$ cat src/rtl/array_map_pkg.sv
// Shared sizing, state encoding and request bundle
// for the array map sequencer and its operand buffer.
package array_map_pkg;

    localparam int DEPTH   = 10;
    localparam int WIDTH   = 32;
    localparam int MAX_OUT = 4;
    localparam int IDXW    = $clog2(DEPTH);
    localparam int CW      = IDXW + 1;
    localparam int REQW    = WIDTH + IDXW;

    typedef enum logic [1:0] {
        IDLE,
        RUN,
        DRAIN,
        DONE
    } seq_state_e;

    typedef struct packed {
        logic [WIDTH-1:0] data;
        logic [IDXW-1:0]  tag;
    } fu_req_t;

    function automatic logic [CW-1:0] sat_len(input logic [CW-1:0] l);
        return (l > CW'(DEPTH)) ? CW'(DEPTH) : l;
    endfunction

endpackage

$ cat src/rtl/array_map_sync_fifo2.sv
// Two-entry operand buffer between the source read
// return and the FU request port.
module sync_fifo2
    import array_map_pkg::*;
(
    input  logic            clk,
    input  logic            rst,
    input  logic            in_valid_i,
    output logic            in_ready_o,
    input  logic [REQW-1:0] in_data_i,
    output logic            out_valid_o,
    input  logic            out_ready_i,
    output logic [REQW-1:0] out_data_o,
    output logic [1:0]      count_o
);

    logic [REQW-1:0] mem_q [2];
    logic            wp_q;
    logic            rp_q;
    logic [1:0]      cnt_q;
    logic            push;
    logic            pop;

    assign in_ready_o  = (cnt_q != 2'd2);
    assign out_valid_o = (cnt_q != 2'd0);
    assign out_data_o  = mem_q[rp_q];
    assign count_o     = cnt_q;
    assign push        = in_valid_i && in_ready_o;
    assign pop         = out_valid_o && out_ready_i;

    always_ff @(posedge clk or posedge rst) begin
        if (rst) begin
            mem_q[0] <= '0;
            mem_q[1] <= '0;
            wp_q     <= 1'b0;
            rp_q     <= 1'b0;
            cnt_q    <= 2'd0;
        end else begin
            if (push) begin
                mem_q[wp_q] <= in_data_i;
                wp_q        <= ~wp_q;
            end
            if (pop) begin
                rp_q <= ~rp_q;
            end
            cnt_q <= cnt_q + {1'b0, push} - {1'b0, pop};
        end
    end

endmodule

$ cat src/rtl/array_map_sequencer.sv
// Walks x[0..n-1] through a shared FU with bounded
// requests in flight and writes results to y by tag.
module array_map_sequencer
    import array_map_pkg::*;
(
    input  logic             clk,
    input  logic             rst,
    input  logic             start,
    input  logic [IDXW:0]    len,
    output logic             busy,
    output logic             done,
    output logic             x_rd_en,
    output logic [IDXW-1:0]  x_rd_idx,
    input  logic [WIDTH-1:0] x_rd_data,
    output logic             fu_req_valid,
    input  logic             fu_req_ready,
    output logic [WIDTH-1:0] fu_req_data,
    output logic [IDXW-1:0]  fu_req_tag,
    input  logic             fu_rsp_valid,
    input  logic [WIDTH-1:0] fu_rsp_data,
    input  logic [IDXW-1:0]  fu_rsp_tag,
    output logic             y_wr_en,
    output logic [IDXW-1:0]  y_wr_idx,
    output logic [WIDTH-1:0] y_wr_data
);

    localparam logic [CW-1:0] MaxOut = CW'(MAX_OUT);

    seq_state_e       state_q, state_d;
    logic [CW-1:0]    n_q, n_d;
    logic [CW-1:0]    rp_q, rp_d;
    logic [CW-1:0]    out_q, out_d;
    logic [CW-1:0]    wr_q, wr_d;
    logic             rd_pend_q;
    logic [IDXW-1:0]  rd_tag_q;
    logic             y_en_q;
    logic [IDXW-1:0]  y_idx_q;
    logic [WIDTH-1:0] y_data_q;

    logic [CW-1:0]    sat_n;
    logic [CW-1:0]    inflight;
    fu_req_t          push_req;
    fu_req_t          head;
    logic [1:0]       fcnt;
    logic             push_ready;
    logic             act;
    logic             hs;
    logic             rsp;
    logic             room;
    logic             credit;

    assign sat_n    = sat_len(len);
    assign push_req = '{data: x_rd_data, tag: rd_tag_q};

    sync_fifo2 u_buf (
        .clk         (clk),
        .rst         (rst),
        .in_valid_i  (rd_pend_q),
        .in_ready_o  (push_ready),
        .in_data_i   (push_req),
        .out_valid_o (fu_req_valid),
        .out_ready_i (fu_req_ready),
        .out_data_o  (head),
        .count_o     (fcnt)
    );

    assign fu_req_data = head.data;
    assign fu_req_tag  = head.tag;
    assign busy        = (state_q != IDLE);
    assign done        = (state_q == DONE);
    assign x_rd_idx    = rp_q[IDXW-1:0];
    assign y_wr_en     = y_en_q;
    assign y_wr_idx    = y_idx_q;
    assign y_wr_data   = y_data_q;

    assign act = (state_q == RUN) || (state_q == DRAIN);
    assign hs  = fu_req_valid && fu_req_ready;
    assign rsp = act && fu_rsp_valid;

    // Everything between the read port and the FU counts against the cap,
    // and a response this cycle frees one credit for a read this cycle.
    assign inflight = out_q + CW'(fcnt) + CW'(rd_pend_q);
    assign credit   = inflight < (MaxOut + CW'(rsp));
    assign room     = rd_pend_q ? (fcnt == {1'b0, hs})
                                : (push_ready || hs);

    always_comb begin
        state_d = state_q;
        n_d     = n_q;
        rp_d    = rp_q;
        x_rd_en = 1'b0;
        out_d   = out_q + CW'(hs) - CW'(rsp);
        wr_d    = wr_q + CW'(rsp);
        unique case (state_q)
            IDLE: begin
                out_d = '0;
                wr_d  = '0;
                if (start) begin
                    n_d     = sat_n;
                    rp_d    = '0;
                    state_d = (sat_n == '0) ? DONE : RUN;
                end
            end
            RUN: begin
                x_rd_en = (rp_q != n_q) && room && credit;
                if (x_rd_en) begin
                    rp_d = rp_q + CW'(1);
                end else if (rp_q == n_q) begin
                    state_d = DRAIN;
                end
            end
            DRAIN: begin
                if (wr_q == n_q) begin
                    state_d = DONE;
                end
            end
            DONE: begin
                state_d = IDLE;
            end
            default: begin
                state_d = IDLE;
            end
        endcase
    end

    always_ff @(posedge clk or posedge rst) begin
        if (rst) begin
            state_q   <= IDLE;
            n_q       <= '0;
            rp_q      <= '0;
            out_q     <= '0;
            wr_q      <= '0;
            rd_pend_q <= 1'b0;
            rd_tag_q  <= '0;
            y_en_q    <= 1'b0;
            y_idx_q   <= '0;
            y_data_q  <= '0;
        end else begin
            state_q   <= state_d;
            n_q       <= n_d;
            rp_q      <= rp_d;
            out_q     <= out_d;
            wr_q      <= wr_d;
            rd_pend_q <= x_rd_en;
            rd_tag_q  <= x_rd_idx;
            y_en_q    <= rsp;
            if (rsp) begin
                y_idx_q  <= fu_rsp_tag;
                y_data_q <= fu_rsp_data;
            end
        end
    end

endmodule

$ cat config.mk
export PLATFORM = sky130hd
export DESIGN_NAME = array_map_sequencer
export DESIGN_NICKNAME = d
export VERILOG_FILES = /design/src/rtl/array_map_pkg.sv /design/src/rtl/array_map_sync_fifo2.sv /design/src/rtl/array_map_sequencer.sv
export SDC_FILE = /design/constraint.sdc
export NUM_CORES = 1
export LEC_CHECK = 0
export ABC_AREA = 1
export BUFFER_PORTS_ARGS = -buffer_cell sky130_fd_sc_hd__buf_2
export CAP_MARGIN = 30
export CORE_UTILIZATION = 50
export DETAILED_ROUTE_END_ITERATION = 10
export GPL_ROUTABILITY_DRIVEN = 0
export PLACE_DENSITY = 0.85
export SETUP_SLACK_MARGIN = 0.15
export SLEW_MARGIN = 30
export SYNTH_ARGS = -nofsm -noshare
export SYNTH_HDL_FRONTEND = slang
export SYNTH_HIERARCHICAL = 1
export SYNTH_SLANG_ARGS = --single-unit
$ cat constraint.sdc
create_clock -name clk -period 4 [get_ports clk]
set_input_delay 0.6 -clock clk [delete_from_list [all_inputs] [get_ports clk]]
set_output_delay 0.6 -clock clk [all_outputs]
set_load 0.02 [all_outputs]
==> Yosys cells after proc, flatten, opt, wreduce, memory -nomap -nowiden <==
Cells that the tools add are included.
{ "classes": {"n_bitwise": 4, "n_reduce_logical": 16, "muxes": 20, "n_lt_le_gt_ge": 5, "addsub": 9, "eq_ne": 13} }
{ "ops": {"columns": ["op", "count"], "rows": [
  ["$mux 36", 4],
  ["$bwmux 72", 1],
  ["$demux 36 s1", 1],
  ["$mux 5", 5],
  ["$add 5x1->5", 3],
  ["$eq 5x5->1", 2],
  ["$mux 2", 5],
  ["$pmux 5 s2", 1],
  ["$pmux 2 s4", 1],
  ["$logic_and 1x1->1", 6],
  ["$ne 2x1->1 const B", 3],
  ["$ne 2x2->1 const B", 3],
  ["$reduce_bool 2->1", 3],
  ["$add 5x1->5 const B", 1],
  ["$add 5x2->5", 1],
  ["$gt 5x4->1 const B", 1],
  ["$logic_not 5->1", 1],
  ["$lt 5x4->1", 1],
  ["$ne 5x5->1", 1],
  ["$sub 5x1->5", 1],
  ["$add 3x1->4 const A", 1],
  ["$eq 2x2->1 const B", 2],
  ["$ge 2x2->1 const B", 2],
  ["$not 1->2", 2],
  ["12 further kinds", 15]
]} }
{ "word_totals": {"reg_bits": 140, "inputBits": 78, "out_inout_bits": 81, "wordCells": 82} }

==> Longest topological paths before layout <==
Gate-level depths: netlist of run 1.
{ "depth": {"word_depth": 8, "ltp_mapped": 17, "ltp_nobuf": 15} }

==> Hierarchy <==
The synthesis of run 1 kept the hierarchy.
{ "modules_own_cells": {"columns": ["mod", "n_inst", "seq_area_each_um2", "cells_per_inst", "area_per_inst_um2"], "rows": [
  ["sync_fifo2", 1, 1901.8, 465, 3813.7],
  ["array_map_sequencer", 1, 1601.5, 367, 3109.2]
]} }

==> Worst setup path after synthesis of run 1 <==
No wires, ideal clock.
{ "synth_path": {"path_type": "register to register", "start": "register state_q[0]", "end": "register out_q[4]", "period_less_slack_ns": 2.759, "arrival_ns": 2.641, "slack_ns": 1.241, "required_ns": 3.882, "stages_incl_launch_ff": 18, "path_buffers": 2, "path_cell_list": "dfrtp_1 -> inv_1 -> ha_1 -> nand2_2 -> inv_2 -> buf_2 -> buf_2 -> ha_1 -> inv_1 -> ha_1 -> fa_1 -> nand2_1 -> inv_1 -> nor2_1 -> nor2_1 -> nor2_1 -> xor2_1 -> nor2_1"} }
{ "synth_via": {"elab_chain_cells": 5, "elab_cells_between_ends": 7} }
{ "synth_lines": {"columns": ["item", "line_no", "source"], "rows": [
  ["from (decl)", "array_map_sequencer.sv:29", "seq_state_e state_q, state_d;"],
  ["from (signal assigned)", "array_map_sequencer.sv:139", "state_q <= state_d;"],
  ["$eq 2x1->1 / $eq 2x2->1 (equally long branches)", "array_map_sequencer.sv:76", "assign act = (state_q == RUN) || (state_q == DRAIN);"],
  ["$logic_or 1x1->1 (*)", "array_map_sequencer.sv:76", null],
  ["$logic_and 1x1->1 (*)", "array_map_sequencer.sv:78", "assign rsp = act && fu_rsp_valid;"],
  ["net rsp", "array_map_sequencer.sv:48", "logic rsp;"],
  ["$sub 5x1->5 (*)", "array_map_sequencer.sv:92", "out_d = out_q + CW'(hs) - CW'(rsp);"],
  ["$mux 5 (*)", "array_map_sequencer.sv:94", "unique case (state_q)"],
  ["net out_d[4]", "array_map_sequencer.sv:32", "logic [CW-1:0] out_q, out_d;"],
  ["to (signal assigned)", "array_map_sequencer.sv:142", "out_q <= out_d;"],
  ["to (decl)", "array_map_sequencer.sv:32", null]
]} }
The timed path passes the listed nets; every way through them passes the cells marked *.
A chain may end at the register's enable or synchronous reset.

==> Worst setup path in the final report of run 1 <==
{ "layout_path": {"start": "register u_buf.cnt_q[0], in the netlist u_buf/count_o[0]", "end": "output port x_rd_en"} }
{ "layout_via": {"elab_chain_cells": 7, "elab_cells_between_ends": 12} }
{ "layout_lines": {"columns": ["item", "line_no", "source"], "rows": [
  ["from (decl)", "array_map_sync_fifo2.sv:20", "logic [1:0] cnt_q;"],
  ["from (signal assigned)", "array_map_sync_fifo2.sv:46", "cnt_q <= cnt_q + {1'b0, push} - {1'b0, pop};"],
  ["branches (longest 5 deep; another with $add 5x2->5)", null, null],
  ["$logic_and 1x1->1 (*)", "array_map_sequencer.sv:105", "x_rd_en = (rp_q != n_q) && room && credit;"],
  ["$mux 1 (*)", "array_map_sequencer.sv:94", null],
  ["to (decl)", "array_map_sequencer.sv:12", "output logic x_rd_en,"]
]} }
Mark *: on every way between the ends.

==> metrics.txt, run 1 <==
maximum clock insertion buffer count=2; Pint=4170 uW; Seq cells post-synth=between 100 and 150; worst-margin pin slew=0.778 ns; Fin. Hold Viols=0; vias in the first global route=5718; layout cell share with drive strength beyond 1=0.221; sequential cell area=0.00350 sq mm; Pleak=0.00457 uW; clk_lat worst skew=between 0.4 and 0.5 ns; Max-cap violations=0; Comb power frac=0.459; pin count of the biggest net entering global routing=79; row count=42; critical path's most frequent cell=inv_1; Pwr Total=7510 uW; die width=120 um; sequential power share=0.326; initial DRC count=between 400 and 500; Clock Power Share=0.215; crit path capture type=output pin; Post-synth top cells=417 x nand2_1, 140 x dfrtp_1, 73 x nand4_1; WP buf/inv=4; Final Cycle Share=0.785; io pins=159; die area=0.0143 sq mm; EDFF count, synth=0; area leader, netlist=dfrtp_1; hold buffers post-CTS=0; H-tree depth=4; setup_tns=0 ns; startpoint types=flop; power per standard cell area=between 900 and 1000 mW/mm^2; crit-path max FO=6; Reg clk slew, reported paths=around 0.06 ns; GRT overflow=0; worst setup path class=reg2out; # diodes=0; Yosys top cell area share=0.506; final-report max-slew violation count=0; average wire per standard cell=between 10 and 15 um; post-route ant nets=0; syn nets=just over 900; RSZ-0062 raised after global routing=false; IO buf count=~160; synthesized instance count=832; DPL Wire Length=between 9 and 10 mm; Final Setup Violations=0; Hold Crit Class=in2async; Core ar.=between 0.01 and 0.015 sq mm; multi-input logic area=0.00283 sq mm; initial core utilization=0.519; synthesis-to-layout area growth=18.2%; Worst Path Arrival=2.54 ns; Min Clock Period, post-route=3.14 ns; routed wire length=15.4 mm; worst-case clock skew=0.00889 ns; met3 wire length=1.06 mm; fin nets=1065; WP data required=3.40 ns; cts repair resizes=0; highest metal used=met4; Slew Limit Headroom=0.481; Syn Area/Cell=8.32 sq um; fill count=about 1200; initial antenna violation count=0; most frequent cell after synthesis=nand2_1; Psw=3340 uW; # DRC=0; global-route wire length before repair=26.4 mm; Cell Area, Synth=0.00692 sq mm; Core Util, Final=0.613; Vias/cell=between 5 and 6; TritonCTS clock tree=done; Num Clock Sinks=140; sequential fraction of the synthesis area=0.506; DR vias=5924; worst vdd ir=513 uV; slowest CP cell=dfrtp_1; wire length on met1=6.68 mm; crit-path cells=inv_1 -> fa_1 -> inv_1 -> fa_1 -> nand3b_1 -> nand2_1 -> nand2_1 -> nor2_2 -> nand2_2 -> inv_1 -> buf_2; Synth Warn #=6; Hold WS=0.257 ns; routed length on met2=7.46 mm; Post-synth ARST share=1.00; CP max stage delay=between 0.4 and 0.5 ns; Max Fclk=between 300 and 400 MHz; drt first pass iters=5; Netlist cell types=33; clk root buf=clkbuf_16; CTS Buf Count=17; Die Y=120 um; Sw Ratio=0.444; crit-path leading delay family=adder cells; ys flop type=dfrtp_1; status=completed; Post-CTS Setup Inserts=0; GRT Overall Usage=0.232; top post-synthesis cells by area=dfrtp_1 51%, nand2_1 23%, nand4_1 6.6%
## kinds of logic (layout without fill, tap and decap cells)
logic type,after synthesis,count (layout),share of synthesized area
buf+inv,92,240,0.0848
flops,140,140,0.506
simple gates,547,547,0.339
xor+xnor,14,14,0.0177
fa+ha+maj,19,19,0.0376
compound gates,20,20,0.0152
## layer usage
| metal | vias up | global-route usage |
|---|---|---|
| met5 | - | 0 |
| met4 | 0 | 0.0797 |
| met3 | 21 | 0.0537 |
| met2 | 230 | 0.390 |
| met1 | 2756 | 0.294 |
| li1 | 2917 | - |
## area by class of cell
cell class,instances,share of cell area
well taps,176,0.0269
clock inverters,10,0.0171
flip-flops and latches,140,0.428
inverters,43,0.0200
multi-input cells,600,0.346
clock buffers,21,0.0575
repair buffers,166,0.104
## placed cells by master, fill, tap and decap left out, types with 8 or more instances in the layout
master,n
ha_1,16
dfrtp_1,139
nand3_1,14
nand4_1,73
inv_2,8
clkbuf_16,17
nand2_1,417
xnor2_1,9
inv_1,33
buf_2,158
buf_4,8
nor2_1,26
o21ai_0,8
## registers in the layout (all words and copies together), names as in the netlist, 2 cells and up
| name | cells |
|---|---|
| n_q | 5 |
| out_q | 5 |
| rd_tag_q | 4 |
| rp_q | 5 |
| state_q | 2 |
| u_buf/count_o | 2 |
| u_buf/mem_q | 72 |
| wr_q | 5 |
| y_wr_data | 32 |
| y_wr_idx | 4 |
## per-stage QoR
| stage | worst slack, ns | cells | instance area (sq um) |
|---|---|---|---|
| 2_1_floorplan | 1.24 | 832 | 6920 |
| 3_3_place_gp | 1.36 | 1125 | 7570 |
| 3_5_place_dp | 1.29 | 1125 | 7570 |
| 4_1_cts | 0.836 | 1156 | 8180 |
| 5_1_grt | 0.668 | 1156 | 8180 |
| 6_report | 0.860 | 1156 | 8180 |
## power groups by stage
stage          logic, uW  registers (uW)  clock network [uW]
2_1_floorplan       2540            2620                   0
3_3_place_gp        3360            2430                   0
3_5_place_dp        3460            2450                   0
4_1_cts             3480            2450                1640
5_1_grt             3880            2530                1700
6_report            3450            2450                1610
## path summary, 6_finish.rpt
kind,cells past startpoint,to,start,slack (ns)
max in group asynchronous,3,state_q[0],rst,2.86
min reg2reg,2,u_buf/mem_q[47],u_buf/mem_q[47],0.47
min in group clk,3,y_wr_data[23],fu_rsp_data[23],0.37
max reg2reg,15,out_q[4],state_q[0],1.39
max,11,x_rd_en,u_buf/count_o[0],0.86
min,2,rd_tag_q[1],rst,0.26
(Power assumes the default switching activity.)
==> inputs of run 2 (changes only) <==
==> constraint.sdc (replaced) <==
create_clock -name clk -period 3.1 [get_ports clk]
set_input_delay 0.465 -clock clk [delete_from_list [all_inputs] [get_ports clk]]
set_output_delay 0.465 -clock clk [all_outputs]
set_load 0.02 [all_outputs]
==> metrics.txt, run 2 (synthesis results as in run 1) <==
crit-path cells=inv_1 -> fa_2 -> inv_2 -> fa_1 -> nand3b_1 -> nand2_1 -> nand2_1 -> nor2_2 -> nand2_2 -> inv_2 -> buf_6; crit-path max FO=2 (-4); Core ar.=0.0133 sq mm (unchanged); power per standard cell area=1180 mW/mm^2 (+28%); clk_lat worst skew=0.42 ns (about the same); slowest CP cell=fa_1; setup_tns=0 ns (unchanged); # diodes=0 (unchanged); maximum clock insertion buffer count=2 (unchanged); CTS Buf Count=17 (unchanged); Max-cap violations=0 (unchanged); Hold Crit Class=in2async; met2 Track Usage GR=0.376 (-0.0134); fill count=1163 (-0.68%); crit path capture type=output pin; TritonCTS clock tree=done; Psw=4360 uW (+31%); vias in the first global route=5535 (-3.2%); worst-margin pin slew=0.795 ns (+0.0170 ns); initial core utilization=0.519 (unchanged); die width=120 um (unchanged); Slew Limit Headroom=0.470 (-0.0113); Sw Ratio=0.453 (+0.00873); Clock Power Share=0.204 (-0.011); die area=0.0143 sq mm (unchanged); hold buffers post-CTS=0 (unchanged); commonest non-fill, non-tap cell in the layout=nand2_1; global-route wire length before repair=26.0 mm (-1.6%); Final Setup Violations=0 (unchanged); number of flip-flops in the largest register=72 (unchanged); post-route ant nets=0 (unchanged); synthesis-to-layout area growth=18.4%; worst setup path class=reg2out; Max Fclk=about 350 MHz; most frequent cells in the layout=417 x nand2_1, 157 x buf_2, 138 x dfrtp_1; crit-path leading delay family=adder cells; met3 global-route usage=0.0604 (+0.00665); Vias/cell=5.09 (-0.63%); Top reg by flops=u_buf/mem_q; initial antenna violation count=0 (unchanged); Pleak=0.00457 uW (about the same); row count=42 (unchanged); Layout Cells excl Fill=1161 (+0.43%); IO buf count=158 (unchanged); DR vias=5912 (-0.20%); placed cells=1128 (+0.27%); sequential power share=0.328 (+0.002); layout cell share with drive strength beyond 1=0.230 (+0.00903); GRT Overall Usage=0.229 (-0.00286); Hold WS=0.146 ns (-0.111 ns); fin nets=1069 (+0.38%); worst vdd ir=616 uV (+20%); average wire per standard cell=13.4 um (+0.32%); Min Clock Period, post-route=2.84 ns; # DRC=0 (unchanged); Final Cycle Share=0.917; M1 GR Usage=0.297 (+0.00319); io pins=159 (unchanged); pin count of the biggest net entering global routing=79 (unchanged); Worst Path Arrival=2.38 ns (-0.16 ns); Num Clock Sinks=140 (unchanged); status=completed; Pint=5270 uW (+26%); Comb power frac=0.467 (+0.008); WP buf/inv=4 (unchanged); final-report max-slew violation count=0 (unchanged); CP max stage delay=0.41 ns (-0.03 ns); drt first pass iters=5 (unchanged); Reg clk slew, reported paths=0.06 ns (about the same); GR peak layer=met2; routed wire length=15.5 mm (+0.76%); GRT overflow=0 (unchanged); DPL Wire Length=10.0 mm (+0.41%); H-tree depth=4 (unchanged); initial DRC count=497 (+14%); Die Y=120 um (unchanged); startpoint types=flop; RSZ-0062 raised after global routing=false; WP data required=2.63 ns (-0.77 ns); Fin. Hold Viols=0 (unchanged); worst-case clock skew=0.0110 ns (+0.00214 ns); clk root buf=clkbuf_16
[run 2: power by group through the flow]
stage          clock, uW  combinational, uW  sequential [uW]
2_1_floorplan          0               3280             3380
3_3_place_gp           0               4350             3150
3_5_place_dp           0               4470             3170
4_1_cts             2000               4510             3160
5_1_grt             2090               5030             3270
6_report            1970               4500             3160
[run 2: final timing paths]
kind	slack [ns]	from	cells past startpoint	to
hold / removal	0.15	rst	2	y_wr_data[18]
setup reg to reg	0.60	state_q[0]	15	out_q[4]
setup / recovery	0.26	out_q[0]	11	x_rd_en
hold reg to reg	0.47	u_buf/mem_q[68]	2	u_buf/mem_q[68]
min in group clk	0.24	fu_rsp_data[30]	3	y_wr_data[30]
max in group asynchronous	2.26	rst	3	rd_pend_q
[run 2: worst register-to-register path: cells and delay by family, from the launching register on]
family | cells | cell delay (ns)
XOR/XNOR | 1 | 0.15
adder cells (fa/ha/maj) | 4 | 1.17
buffers and inverters | 4 | 0.24
flip-flops | 1 | 0.39
AND/OR/NAND/NOR | 6 | 0.44
[run 2: cell type report]
class	count	area, sq um	area share
multi-input combinational	600	2840	0.346
sequential	140	3510	0.428
clock buffer	20	467	0.0570
timing repair buffer	170	891	0.109
inverter	43	164	0.0200
tap	176	220	0.0269
clock inverter	12	111	0.0136
[run 2: timing repair]
item	in CTS	in global routing
setup buffers	1	0
setup endpoints to repair	1	1
resized for setup	3	4
[run 2: metal layers]
metal  part of all wire  vias to the layer above
met3              0.073                       20
met5                  0                        -
met4              0.012                        0
li1                   -                     2924
met1               0.43                     2742
met2               0.49                      226
[run 2: stage by stage]
stage          setup WS (ns)  power (uW)   util  cell area (sq um)
6_report               0.258        9630  0.614               8190
4_1_cts                0.153        9670  0.613               8180
2_1_floorplan          0.341        6660      -               6920
3_5_place_dp           0.505        7650  0.569               7590
3_3_place_gp           0.594        7510  0.569               7590
5_1_grt                0.158       10400  0.614               8190
